## src/rtl/stim_sequencer.sv

```systemverilog
// Run controller for one random-stimulus pass: loads LFSR seeds, steps them for a
// programmed number of vectors, delays a check strobe by the DUT latency and counts mismatches.
module stim_sequencer #(
    parameter int CNT_W   = 16,
    parameter int LATENCY = 2
) (
    input  logic             clk_dut,
    input  logic             reset_dut,
    input  logic             i_start,
    input  logic             i_abort,
    input  logic [CNT_W-1:0] i_num_vectors,
    input  logic [31:0]      i_seed_a,
    input  logic [31:0]      i_seed_b,
    input  logic             i_mismatch,
    output logic             o_lfsr_load,
    output logic [31:0]      o_lfsr_seed_a,
    output logic [31:0]      o_lfsr_seed_b,
    output logic             o_lfsr_en,
    output logic             o_drive_valid,
    output logic             o_check_valid,
    output logic             o_busy,
    output logic             o_done,
    output logic [CNT_W-1:0] o_vec_count,
    output logic [CNT_W-1:0] o_err_count,
    output logic [2:0]       o_state
);

    typedef enum logic [2:0] {
        ST_IDLE  = 3'd0,
        ST_LOAD  = 3'd1,
        ST_RUN   = 3'd2,
        ST_DRAIN = 3'd3,
        ST_DONE  = 3'd4
    } state_t;

    state_t             state_q, state_d;
    logic [CNT_W-1:0]   target_q, target_d;
    logic [CNT_W-1:0]   vec_q, vec_d;
    logic [CNT_W-1:0]   err_q, err_d;
    logic [31:0]        seed_a_q, seed_a_d;
    logic [31:0]        seed_b_q, seed_b_d;
    logic [LATENCY-1:0] chk_sr_q, chk_sr_d;
    logic [3:0]         drain_q, drain_d;
    logic               drive_valid;
    logic               check_valid;

    assign drive_valid = (state_q == ST_RUN);
    assign check_valid = chk_sr_q[LATENCY-1];

    always_comb begin
        state_d  = state_q;
        target_d = target_q;
        vec_d    = vec_q;
        err_d    = err_q;
        seed_a_d = seed_a_q;
        seed_b_d = seed_b_q;
        drain_d  = drain_q;
        // Concatenate then truncate so the shift works for LATENCY == 1 as well.
        chk_sr_d = LATENCY'({chk_sr_q, drive_valid});

        if (check_valid && i_mismatch && (err_q != '1)) begin
            err_d = err_q + 1'b1;
        end

        unique case (state_q)
            ST_IDLE: begin
                if (i_start) begin
                    vec_d = '0;
                    err_d = '0;
                    if (i_num_vectors != '0) begin
                        target_d = i_num_vectors;
                        seed_a_d = i_seed_a;
                        seed_b_d = i_seed_b;
                        state_d  = ST_LOAD;
                    end else begin
                        state_d = ST_DONE;
                    end
                end
            end
            ST_LOAD: begin
                drain_d = '0;
                state_d = i_abort ? ST_DRAIN : ST_RUN;
            end
            ST_RUN: begin
                vec_d   = vec_q + 1'b1;
                drain_d = '0;
                if (i_abort || (CNT_W'(vec_q + 1'b1) == target_q)) begin
                    state_d = ST_DRAIN;
                end
            end
            ST_DRAIN: begin
                // Held for LATENCY cycles so the last check lands in the final DRAIN cycle.
                if (drain_q == 4'(LATENCY - 1)) begin
                    state_d = ST_DONE;
                end else begin
                    drain_d = drain_q + 1'b1;
                end
            end
            ST_DONE: begin
                state_d = ST_IDLE;
            end
            default: begin
                state_d = ST_IDLE;
            end
        endcase
    end

    always_ff @(posedge clk_dut) begin
        if (!reset_dut) begin
            state_q  <= ST_IDLE;
            target_q <= '0;
            vec_q    <= '0;
            err_q    <= '0;
            seed_a_q <= '0;
            seed_b_q <= '0;
            chk_sr_q <= '0;
            drain_q  <= '0;
        end else begin
            state_q  <= state_d;
            target_q <= target_d;
            vec_q    <= vec_d;
            err_q    <= err_d;
            seed_a_q <= seed_a_d;
            seed_b_q <= seed_b_d;
            chk_sr_q <= chk_sr_d;
            drain_q  <= drain_d;
        end
    end

    assign o_lfsr_load   = (state_q == ST_LOAD);
    assign o_lfsr_en     = drive_valid;
    assign o_drive_valid = drive_valid;
    assign o_check_valid = check_valid;
    assign o_busy        = (state_q != ST_IDLE);
    assign o_done        = (state_q == ST_DONE);
    assign o_lfsr_seed_a = seed_a_q;
    assign o_lfsr_seed_b = seed_b_q;
    assign o_vec_count   = vec_q;
    assign o_err_count   = err_q;
    assign o_state       = state_q;

endmodule
```

## config.mk

```make
export PLATFORM = sky130hd
export DESIGN_NAME = stim_sequencer
export DESIGN_NICKNAME = d
export VERILOG_FILES = /design/src/rtl/stim_sequencer.sv
export SDC_FILE = /design/constraint.sdc
export NUM_CORES = 1
export LEC_CHECK = 0
export CAP_MARGIN = 20
export CORE_MARGIN = 2
export CORE_UTILIZATION = 40
export CTS_BUF_LIST = sky130_fd_sc_hd__clkbuf_16
export DETAILED_ROUTE_END_ITERATION = 8
export GPL_TIMING_DRIVEN = 0
export HOLD_SLACK_MARGIN = 0.03
export PLACE_DENSITY = 0.7
export SLEW_MARGIN = 15
export SYNTH_ARGS = -nofsm -noshare
export SYNTH_HDL_FRONTEND = slang
export SYNTH_SLANG_ARGS = --single-unit
export TNS_END_PERCENT = 5
```

## constraint.sdc

```tcl
create_clock -name clk_dut -period 2.6 [get_ports clk_dut]
set_clock_uncertainty 0.1 [all_clocks]
set_input_delay 0.52 -clock clk_dut [delete_from_list [all_inputs] [get_ports clk_dut]]
set_output_delay 0.52 -clock clk_dut [all_outputs]
set_load 0.02 [all_outputs]
```

Word level (Yosys, flattened, before mapping)
Cells that the tools add are included.
{"block": "classes", "addsub": 3, "n_eq_ne": 11, "n_mux": 13, "n_reduce_logical": 13}
{"cell": "16-bit 2-to-1 mux", "n": 4}
{"cell": "16-bit by 1-bit adder with 16-bit output, second input constant", "n": 2}
{"cell": "16-bit case mux with 2 select lines", "n": 1}
{"cell": "16-bit == test", "n": 1}
{"cell": "16-bit != test, second input constant", "n": 1}
{"cell": "16-bit nonzero test", "n": 1}
{"cell": "3-bit 2-to-1 mux", "n": 4}
{"cell": "3-bit case mux with 4 select lines", "n": 1}
{"cell": "4-bit case mux with 2 select lines", "n": 1}
{"cell": "3-bit by 2-bit == test with 1-bit output, second input constant", "n": 2}
{"cell": "2-bit != test, second input constant", "n": 3}
{"cell": "3-bit AND reduction", "n": 2}
{"cell": "4-bit by 1-bit adder with 4-bit output, second input constant", "n": 1}
{"cell": "4-bit by 1-bit == test with 1-bit output, second input constant", "n": 1}
{"cell": "4-bit 2-to-1 mux", "n": 1}
{"cell": "2-bit AND reduction", "n": 2}
{"cell": "2-bit nonzero test", "n": 2}
{"cell": "3-bit by 1-bit == test with 1-bit output, second input constant", "n": 1}
{"cell": "3-bit == test, second input constant", "n": 1}
{"cell": "3-bit zero test", "n": 1}
{"cell": "3-bit nonzero test", "n": 1}
{"cell": "1-bit logical AND", "n": 2}
{"cell": "2-bit by 1-bit != test with 1-bit output, second input constant", "n": 1}
{"cell": "2-bit OR reduction", "n": 1}
{"cell": "2 further kinds", "n": 2}
{"block": "totals", "ff_bits": 121, "in_bits": 85, "output_inout_bits": 105, "wordCells": 48}

Logic depth before layout (Yosys ltp)
Gate-level depths: netlist of the first run.
{"block": "depth", "depth_word": 5, "depth_mapped": 9}

Worst setup path after synthesis of the first run
OpenSTA, ideal clock, no wires.
{"block": "synth_timing", "path_kind": "flip-flop to flip-flop", "from": "register vec_q[4] (netlist: o_vec_count[4])", "to": "register state_q[0] (netlist: o_state[0])", "setup_time_ps": 86, "arrival_time_ps": 2217, "required_time_ps": 2414, "setup_slack_ps": 197, "stages_incl_launch_ff": 8, "period_less_slack_ps": 2403, "path_cell_list": "dfxtp_1 clkbuf_8 nand3_1 or4_4 or3_1 a211oi_1 nand4_1 a221oi_2"}
{"block": "synth_between", "elab_chain_len": 5}
{"item": "start, declared", "line": "38", "rtl": "logic [CNT_W-1:0] vec_q, vec_d;"}
{"item": "start signal, assigned", "line": "121", "rtl": "vec_q <= vec_d;"}
{"item": "16-bit by 1-bit adder with 16-bit output", "line": "87", "rtl": "if (i_abort || (CNT_W'(vec_q + 1'b1) == target_q)) begin"}
{"item": "16-bit == test", "line": "87"}
{"item": "1-bit logical OR", "line": "87"}
{"item": "2-bit by 1-bit != test with 1-bit output (no line)"}
{"item": "3-bit AND reduction (no line)"}
{"item": "end signal, assigned", "line": "119", "rtl": "state_q <= state_d;"}
{"item": "end, declared", "line": "36", "rtl": "state_t state_q, state_d;"}
Every way passes these cells.
A chain may end at the register's enable or synchronous reset.

Worst setup path after layout of the first run
{"block": "layout_timing", "from": "register vec_q[3] (netlist: o_vec_count[3])", "to": "register state_q[0] (netlist: o_state[0])"}
The elaborated chain is that of the path after synthesis.

==> flow_summary.ini, run 1 <==
[status]
status = finished, final reports clean

[synth]
syn_area_per_cell_um2 = 7.81
netlist_instances = 666
yosysWarnings = 0
ys_types = 51
ys.flop_type = dfxtp_1
async_flop_share_pct = 0
synth_nets = 755
synth_seq_cells = 121
synth_top_area_cell = dfxtp_1
syn-cell-area_um2 = 5200
yosysSeqAreaShare_pct = 46.6
synth-edff-count = 0
synth_area_leaders = dfxtp_1 (47%), nand2_1 (14%), a21oi_1 (9.6%)
synth_top_area_share_pct = 46.6

[timing]
fmaxAchievable_mhz = 399
finalHoldViolCount = 0
rsz0062_at_grt = no
relSlewSlack_pct = 53.2
period_share_pct = 96.4
setup_viol = 0
period_needed_ns = 2.51
tightest_slew_ns = 0.697
slew_violations = 0
finalSetupTns_ns = 0

[layout]
final_util_pct = 62.5
nets = 963
fill_cells = 1144
syn2layout_area_growth_pct = 52.3
layout-drive-gt1-share_pct = 5.76
final_common_cell = nand2_1
stdcell_area_um2 = 7920
antenna_cells = 0
final_cells = 1058
layout_common_cells = nand2_1 (189), clkdlybuf4s50_1 (187), dfxtp_1 (118)

[job]
cap_violations = 0

[worst_setup_path]
reg2reg_depth = 7
endpoint_kind = register
crit_path_max_fanout = 8
worstSetupPathType = reg -> reg
critPathArrivalTime_ns = 2.73
start_kind = register
cp.required_ns = 2.82

[global_route]
track_usage_pct = 23.1
grt_overflow = 0
antenna_found_initial = 0
grt_pass1_wl_um = 25600
grt_pass1_vias = 5165
grt_max_degree = 17

[die]
num_rows = 41
initial_utilization_pct = 41.1
coreArea_um2 = 12700
die_x_um = 118
pin_count = 190
fp.dieH_um = 118
die-area_um2 = 13900

[power_and_ir_drop]
p_per_area_nw_per_um2 = 877
fin_total_pwr_mw = 6.95
cell_internal_pwr_mw = 4.55
swShare_pct = 34.6
clock_power_share_pct = 32.8
power_frac_comb_pct = 33.3
switching_power_mw = 2.40
peakVddDrop_mv = 0.613
p_seq_share_pct = 33.9
p_leak_nw = 2.85

[cts]
cts_hold_buf = 0
cts_tree = yes
clock_latency_ns = 0.41
cts_buffers = 17
cts.path.max_buffers = 2
cts_sinks = 121
cts_root_buf = clkbuf_16
path_clk_slew_ns = 0.05
htree_levels = 4

[detailed_routing]
vias = 5438
antenna_left = 0
routed_wl_um = 16100
wl_per_cell_um = 15.2
drtPass1Iterations = 5
via_per_inst = 5.14
drc = 0
drtIter0Drc = 312

[min_path]
holdCritPathClass = reg -> reg
whs_path_depth = 1

[placement]
place_area_um2 = 7310
dp_hpwl_um = 12100
placedCellCount = 1027
gp_congestion = 0.969
port_buffers = 189
cells in the mapped netlist (2+ instances only):
master / n
nand3b_1: 2
o31a_1: 2
xnor2_1: 20
clkbuf_1: 35
and4_1: 2
nor3_1: 12
xor2_1: 11
nand2_1: 189
nor4_1: 13
and2_1: 3
a21oi_1: 100
o21ai_0: 18
a31oi_1: 4
a211oi_1: 5
buf_4: 2
nor3b_1: 6
o21a_1: 2
dfxtp_1: 121
nand4_1: 10
nor2_1: 39
or4_1: 2
or3_1: 3
ha_1: 4
and3_1: 4
inv_1: 9
nor4b_1: 3
nand3_1: 17
nor2b_1: 5
sequential cells by signal, summed over array words and instances (netlist names):
register,flops
chk_sr_q,2
drain_q,4
o_err_count,16
o_lfsr_seed_a,32
o_lfsr_seed_b,32
o_state,3
o_vec_count,16
target_q,16
worst paths after layout:
path	startpoint	end	slack, ns
max reg2reg	o_vec_count[3]	o_state[0]	0.09
min	chk_sr_q[0]	chk_sr_q[1]	0.34
min reg2reg	chk_sr_q[0]	chk_sr_q[1]	0.34
max	o_vec_count[3]	o_state[0]	0.09
area by class of cell:
cell class,count,area (um^2),area share (%)
clock inverters,14,140,1.77
well taps,172,215,2.72
inverters,10,41.3,0.521
multi-input cells,495,2570,32.5
repair buffers,192,1910,24.2
flip-flops and latches,121,2430,30.6
clock buffers,17,425,5.37
plain buffers,37,186,2.35
layer usage:
metal	vias up	track usage (%)	routed length [um]
met5	-	0	0
met4	0	9.56	399
met3	28	10.2	1580
met2	209	37.6	7530
met1	2513	26.5	6610
li1	2688	-	-
repair_timing:
| action | CTS | global route |
|---|---|---|
| resized for setup | 6 | 5 |
| pin swaps | 0 | 1 |
| buffers inserted | 1 | 2 |
| cloned | 0 | 0 |
| setup endpoints to repair | 11 | 57 |
critical path, stage by stage (launching register included):
cell       delay [ns]
dfxtp_1          0.35
bufbuf_16        0.27
nand4_1          0.19
or4_4            0.51
or3_1            0.38
a211oi_2         0.22
nand4_1          0.16
a221oi_2         0.25
through the flow:
stage	hold slack (ns)	worst slack [ns]
2_1_floorplan	0.312	0.197
3_3_place_gp	0.319	-0.337
3_5_place_dp	0.330	-0.359
4_1_cts	0.346	0.0669
5_1_grt	0.364	0.00229
6_report	0.339	0.0925
cell families after synthesis:
group	share of synthesized area (%)
simple gates	27.7
buf+inv	4.52
flops	46.6
compound gates	14.8
mux	0.216
xor+xnor	5.22
fa+ha+maj	0.962
power by group through the flow:
| stage | Clock, mW | Combinational (mW) | Sequential [mW] |
|---|---|---|---|
| 2_1_floorplan | 0 | 1.09 | 2.58 |
| 3_3_place_gp | 0 | 2.30 | 2.34 |
| 3_5_place_dp | 0 | 2.33 | 2.35 |
| 6_report | 2.28 | 2.32 | 2.35 |
| 5_1_grt | 2.41 | 2.53 | 2.39 |
| 4_1_cts | 2.32 | 2.32 | 2.35 |
Note: power is estimated with default switching activity, not from simulation.
==> inputs of run 2 (changes only) <==
--- a/config.mk
+++ b/config.mk
@@ -8,10 +8,10 @@
 export CAP_MARGIN = 20
 export CORE_MARGIN = 2
-export CORE_UTILIZATION = 40
+export CORE_UTILIZATION = 25
 export CTS_BUF_LIST = sky130_fd_sc_hd__clkbuf_16
 export DETAILED_ROUTE_END_ITERATION = 8
 export GPL_TIMING_DRIVEN = 0
 export HOLD_SLACK_MARGIN = 0.03
-export PLACE_DENSITY = 0.7
+export PLACE_DENSITY = 0.47
 export SLEW_MARGIN = 15
 export SYNTH_ARGS = -nofsm -noshare
==> constraint.sdc (replaced) <==
create_clock -name clk_dut -period 2.6 [get_ports clk_dut]
set_clock_uncertainty 0.1 [all_clocks]
set_input_delay 0.65 -clock clk_dut [delete_from_list [all_inputs] [get_ports clk_dut]]
set_output_delay 0.65 -clock clk_dut [all_outputs]
set_load 0.02 [all_outputs]
==> run 2 against run 1 <==
Effect of this change: critical endpoint unchanged; wire length increased by 11%; non-clock buffer count increased by 3; core utilization decreased by 22 points; largest power group is now the clock network; flip-flop and latch count unchanged; largest cell class unchanged; sequential share of layout area decreased by 0.82 points.
==> flow_summary.ini, run 2 (synthesis gave the netlist of run 1 again) <==
[detailed_routing]
routed_wl_um = 17900
wl_per_cell_um = 15.5
drc = 0
drtIter0Drc = 228
drtPass1Iterations = 4
vias = 5275
via_per_inst = 4.55
antenna_left = 0

[layout]
final_util_pct = 40.1
syn2layout_area_growth_pct = 56.5
fill_cells = 2138
nets = 966
seq_area_um2 = 2430
final_common_cell = nand2_1
layout_common_cells = nand2_1 (188), clkdlybuf4s50_1 (186), dfxtp_1 (117)
layout-drive-gt1-share_pct = 8.09
multi_input_area_um2 = 2580
antenna_cells = 0

[timing]
period_needed_ns = 2.52
setup_viol = 0
relSlewSlack_pct = 45.7
rsz0062_at_grt = yes
holdWs_ns = 0.353
slew_violations = 0
finalHoldViolCount = 0
tightest_slew_ns = 0.809
period_share_pct = 97.0
fmaxAchievable_mhz = 397

[min_path]
holdCritPathClass = reg -> reg

[cts]
cts_tree = yes
htree_levels = 4
cts_sinks = 121
clock_latency_ns = 0.42
cts_buffers = 17
path_clk_slew_ns = 0.06
cts.path.max_buffers = 2
cts_root_buf = clkbuf_16

[global_route]
grt_pass1_wl_um = 28200
grt_pass1_vias = 5066
grt_overflow = 0
grt_max_degree = 17
track_usage_pct = 16.4
antenna_found_initial = 0

[worst_setup_path]
crit_path_cell_trace = clkbuf_8, nand3_1, or4_4, or3_1, a211oi_2, nand4_1, a221oi_2
slowest_stage = or4_4
reg2reg_depth = 7
max_stage_delay_ns = 0.62
start_kind = register
cp-endpoint = o_state[0]
worstSetupPathType = reg -> reg
endpoint_kind = register
rrSetupSlack_ns = 0.08
timing.rr.end = o_state[0]
crit_start = o_vec_count[4]
cp.required_ns = 2.83
crit_path_max_fanout = 10
r2r-start = o_vec_count[4]
critPathArrivalTime_ns = 2.75

[power_and_ir_drop]
p_leak_nw = 2.91
peakVddDrop_mv = 0.447
p_per_area_nw_per_um2 = 893

[die]
die_x_um = 148
num_rows = 52
fp.dieH_um = 148
die-area_um2 = 22000
coreArea_um2 = 20300
initial_utilization_pct = 25.6
pin_count = 190

[job]
cap_violations = 0

[placement]
dp_hpwl_um = 13100
port_buffers = 189
gp_congestion = 0.808

[status]
status = finished, final reports clean
run 2: layer usage:
layer | global-route usage, % | part of all wire [%] | vias to the layer above
met5 | 0 | 0 | -
met4 | 4.19 | 1.0 | 0
li1 | - | - | 2701
met3 | 7.76 | 9.5 | 19
met2 | 25.7 | 46 | 161
met1 | 20.4 | 44 | 2394
run 2: report_power, final:
part	switching (mW)	internal, mW
clock	0.962	1.53
combinational	1.44	0.992
sequential	0.220	2.14
run 2: final cells by class:
type,instances,share of cell area [%]
buffer,37,2.43
inverter,10,0.507
timing repair buffer,195,23.9
sequential,121,29.8
tap,270,4.15
multi-input combinational,495,31.7
clock inverter,15,2.32
clock buffer,17,5.22
run 2: worst min path at each step:
stage | end | from | cells after the start
after global placement | o_lfsr_seed_b[1] | o_lfsr_seed_b[1] | 2
final | o_lfsr_seed_a[0] | o_lfsr_seed_a[0] | 2
after CTS | o_lfsr_seed_b[27] | o_lfsr_seed_b[27] | 2
after detailed placement | o_lfsr_seed_a[9] | o_lfsr_seed_a[9] | 2
after floorplan | chk_sr_q[1] | chk_sr_q[0] | 1
after global routing | o_lfsr_seed_a[27] | o_lfsr_seed_a[27] | 2
run 2: worst max-delay path: cells and delay by family, from the launching register on:
kind / cells / cell delay (ns)
buf+inv: 1 / 0.17
simple gates: 4 / 1.35
compound gates: 2 / 0.46
flops: 1 / 0.34
run 2: repair_timing:
item / CTS / global route
resized for setup: 11 / 22
hold buffers: 0 / 0
pin swaps: 1 / 0
endpoints found under the setup margin: 85 / 75
buffers inserted: 6 / 0
run 2: per-stage QoR:
| step | instance area (um^2) | cells | total power, mW | setup TNS (ns) | setup slack (ns) |
|---|---|---|---|---|---|
| 3_3_place_gp | 7430 | 1125 | 4.78 | -46.65 | -0.660 |
| 5_1_grt | 8140 | 1160 | 7.72 | -0.137 | -0.0920 |
| 6_report | 8140 | 1160 | 7.27 | 0 | 0.0792 |
| 4_1_cts | 8110 | 1160 | 7.37 | 0 | 0.0327 |
| 3_5_place_dp | 7430 | 1125 | 4.77 | -44.82 | -0.640 |
| 2_1_floorplan | 5200 | 666 | 3.67 | 0 | 0.197 |
==> inputs of run 3 (changes only) <==
Settings changed: CTS_CLUSTER_DIAMETER set to 100, REMOVE_ABC_BUFFERS set to 1.
==> run 3 against run 2 <==
Effect of this change: critical path type unchanged; clock-buffer cell count stayed put; final area is 0.65% lower; combinational power is 2% higher; die area stayed put; critical endpoint unchanged.
==> flow_summary.ini, run 3 (synthesis gave the netlist of run 1 again) <==
[placement]
port_buffers = 189
gp_congestion = 0.867
dp_hpwl_um = 11800
dp_slack_ns = -0.626
placedCellCount = 1091
place_area_um2 = 7400

[layout]
final_common_cell = nand2_1
final_cells = 1128
stdcell_area_um2 = 8090
nets = 934
syn2layout_area_growth_pct = 55.5
antenna_cells = 0
layout_common_cells = nand2_1 (188), clkdlybuf4s50_1 (186), dfxtp_1 (115)
layout-drive-gt1-share_pct = 7.93
final_util_pct = 39.9

[global_route]
grt_pass1_wl_um = 27600
grt_max_degree = 55
grt_pass1_vias = 5034
antenna_found_initial = 0
track_usage_pct = 16.0
grt_overflow = 0

[cts]
path_clk_slew_ns = 0.06
cts.path.max_buffers = 2
cts_tree = yes
cts_root_buf = clkbuf_16
htree_levels = 4
clock_latency_ns = 0.42
cts_sinks = 121
cts_buffers = 17

[timing]
rsz0062_at_grt = yes
fmaxAchievable_mhz = 390
period_needed_ns = 2.56
slew_violations = 0
period_share_pct = 98.6
setup_ws_ns = 0.0371
relSlewSlack_pct = 52.6
finalSetupTns_ns = 0
tightest_slew_ns = 0.705
finalHoldViolCount = 0
setup_viol = 0
holdWs_ns = 0.338

[die]
die_x_um = 148
num_rows = 52
initial_utilization_pct = 25.6
coreArea_um2 = 20300
die-area_um2 = 22000
fp.dieH_um = 148
pin_count = 190

[detailed_routing]
drtIter0Drc = 215
antenna_left = 0
drc = 0
routed_wl_um = 17600
vias = 5165
drtPass1Iterations = 5
via_per_inst = 4.58
wl_per_cell_um = 15.6

[worst_setup_path]
critPathArrivalTime_ns = 2.79
worstSetupPathType = reg -> reg
cp.required_ns = 2.82
endpoint_kind = register
start_kind = register
crit_path_max_fanout = 9

[status]
status = finished, final reports clean

[power_and_ir_drop]
peakVddDrop_mv = 0.450
fin_total_pwr_mw = 7.22
p_leak_nw = 2.86
p_per_area_nw_per_um2 = 892

[min_path]
holdCritPathClass = reg -> reg

[job]
cap_violations = 0
-- run 3: final timing paths --
check | from | cells after the start | endpoint | slack (ns)
setup reg to reg | o_vec_count[8] | 6 | o_state[0] | 0.04
hold / removal | chk_sr_q[0] | 1 | chk_sr_q[1] | 0.34
setup / recovery | o_vec_count[8] | 6 | o_state[0] | 0.04
hold reg to reg | chk_sr_q[0] | 1 | chk_sr_q[1] | 0.34
-- run 3: power by group --
group | switching (mW) | total [mW] | internal, mW | leakage [nW]
sequential | 0.227 | 2.36 | 2.13 | 0.988
combinational | 1.44 | 2.47 | 1.03 | 1.59
clock | 0.954 | 2.39 | 1.43 | 0.285
total | 2.62 | 7.22 | 4.60 | 2.86
-- run 3: layout make-up --
type                            instances  area [um^2]
Tap cell                              270          338
Multi-Input combinational cell        497         2640
Clock buffer                           17          425
Timing Repair Buffer                  198         2050
Clock inverter                         15          168
Inverter                               10         43.8
Fill cell                            2111        12200
Sequential cell                       121         2430
-- run 3: worst max-delay path: stages (launching register included) --
cell and delay, ns:
dfxtp_1 0.54, nand4_4 0.19, or4_4 0.57, or3_1 0.36
a211oi_1 0.25, nand4_1 0.20, a221oi_2 0.26
-- run 3: routing by layer --
layer | track usage, % | vias up | share of wire [%]
met5 | 0 | - | 0
met4 | 5.24 | 0 | 1.5
met3 | 8.53 | 16 | 11
met2 | 23.4 | 179 | 42
met1 | 20.1 | 2337 | 46
li1 | - | 2633 | -
-- run 3: timing repair --
| item | 4_1_cts | 5_1_grt |
|---|---|---|
| setup endpoints to repair | 63 | 56 |
| gates cloned | 1 | 1 |
| pin swaps | 1 | 2 |
| buffers inserted | 1 | 2 |
| gates resized for setup | 18 | 3 |
| hold buffers | 0 | 0 |
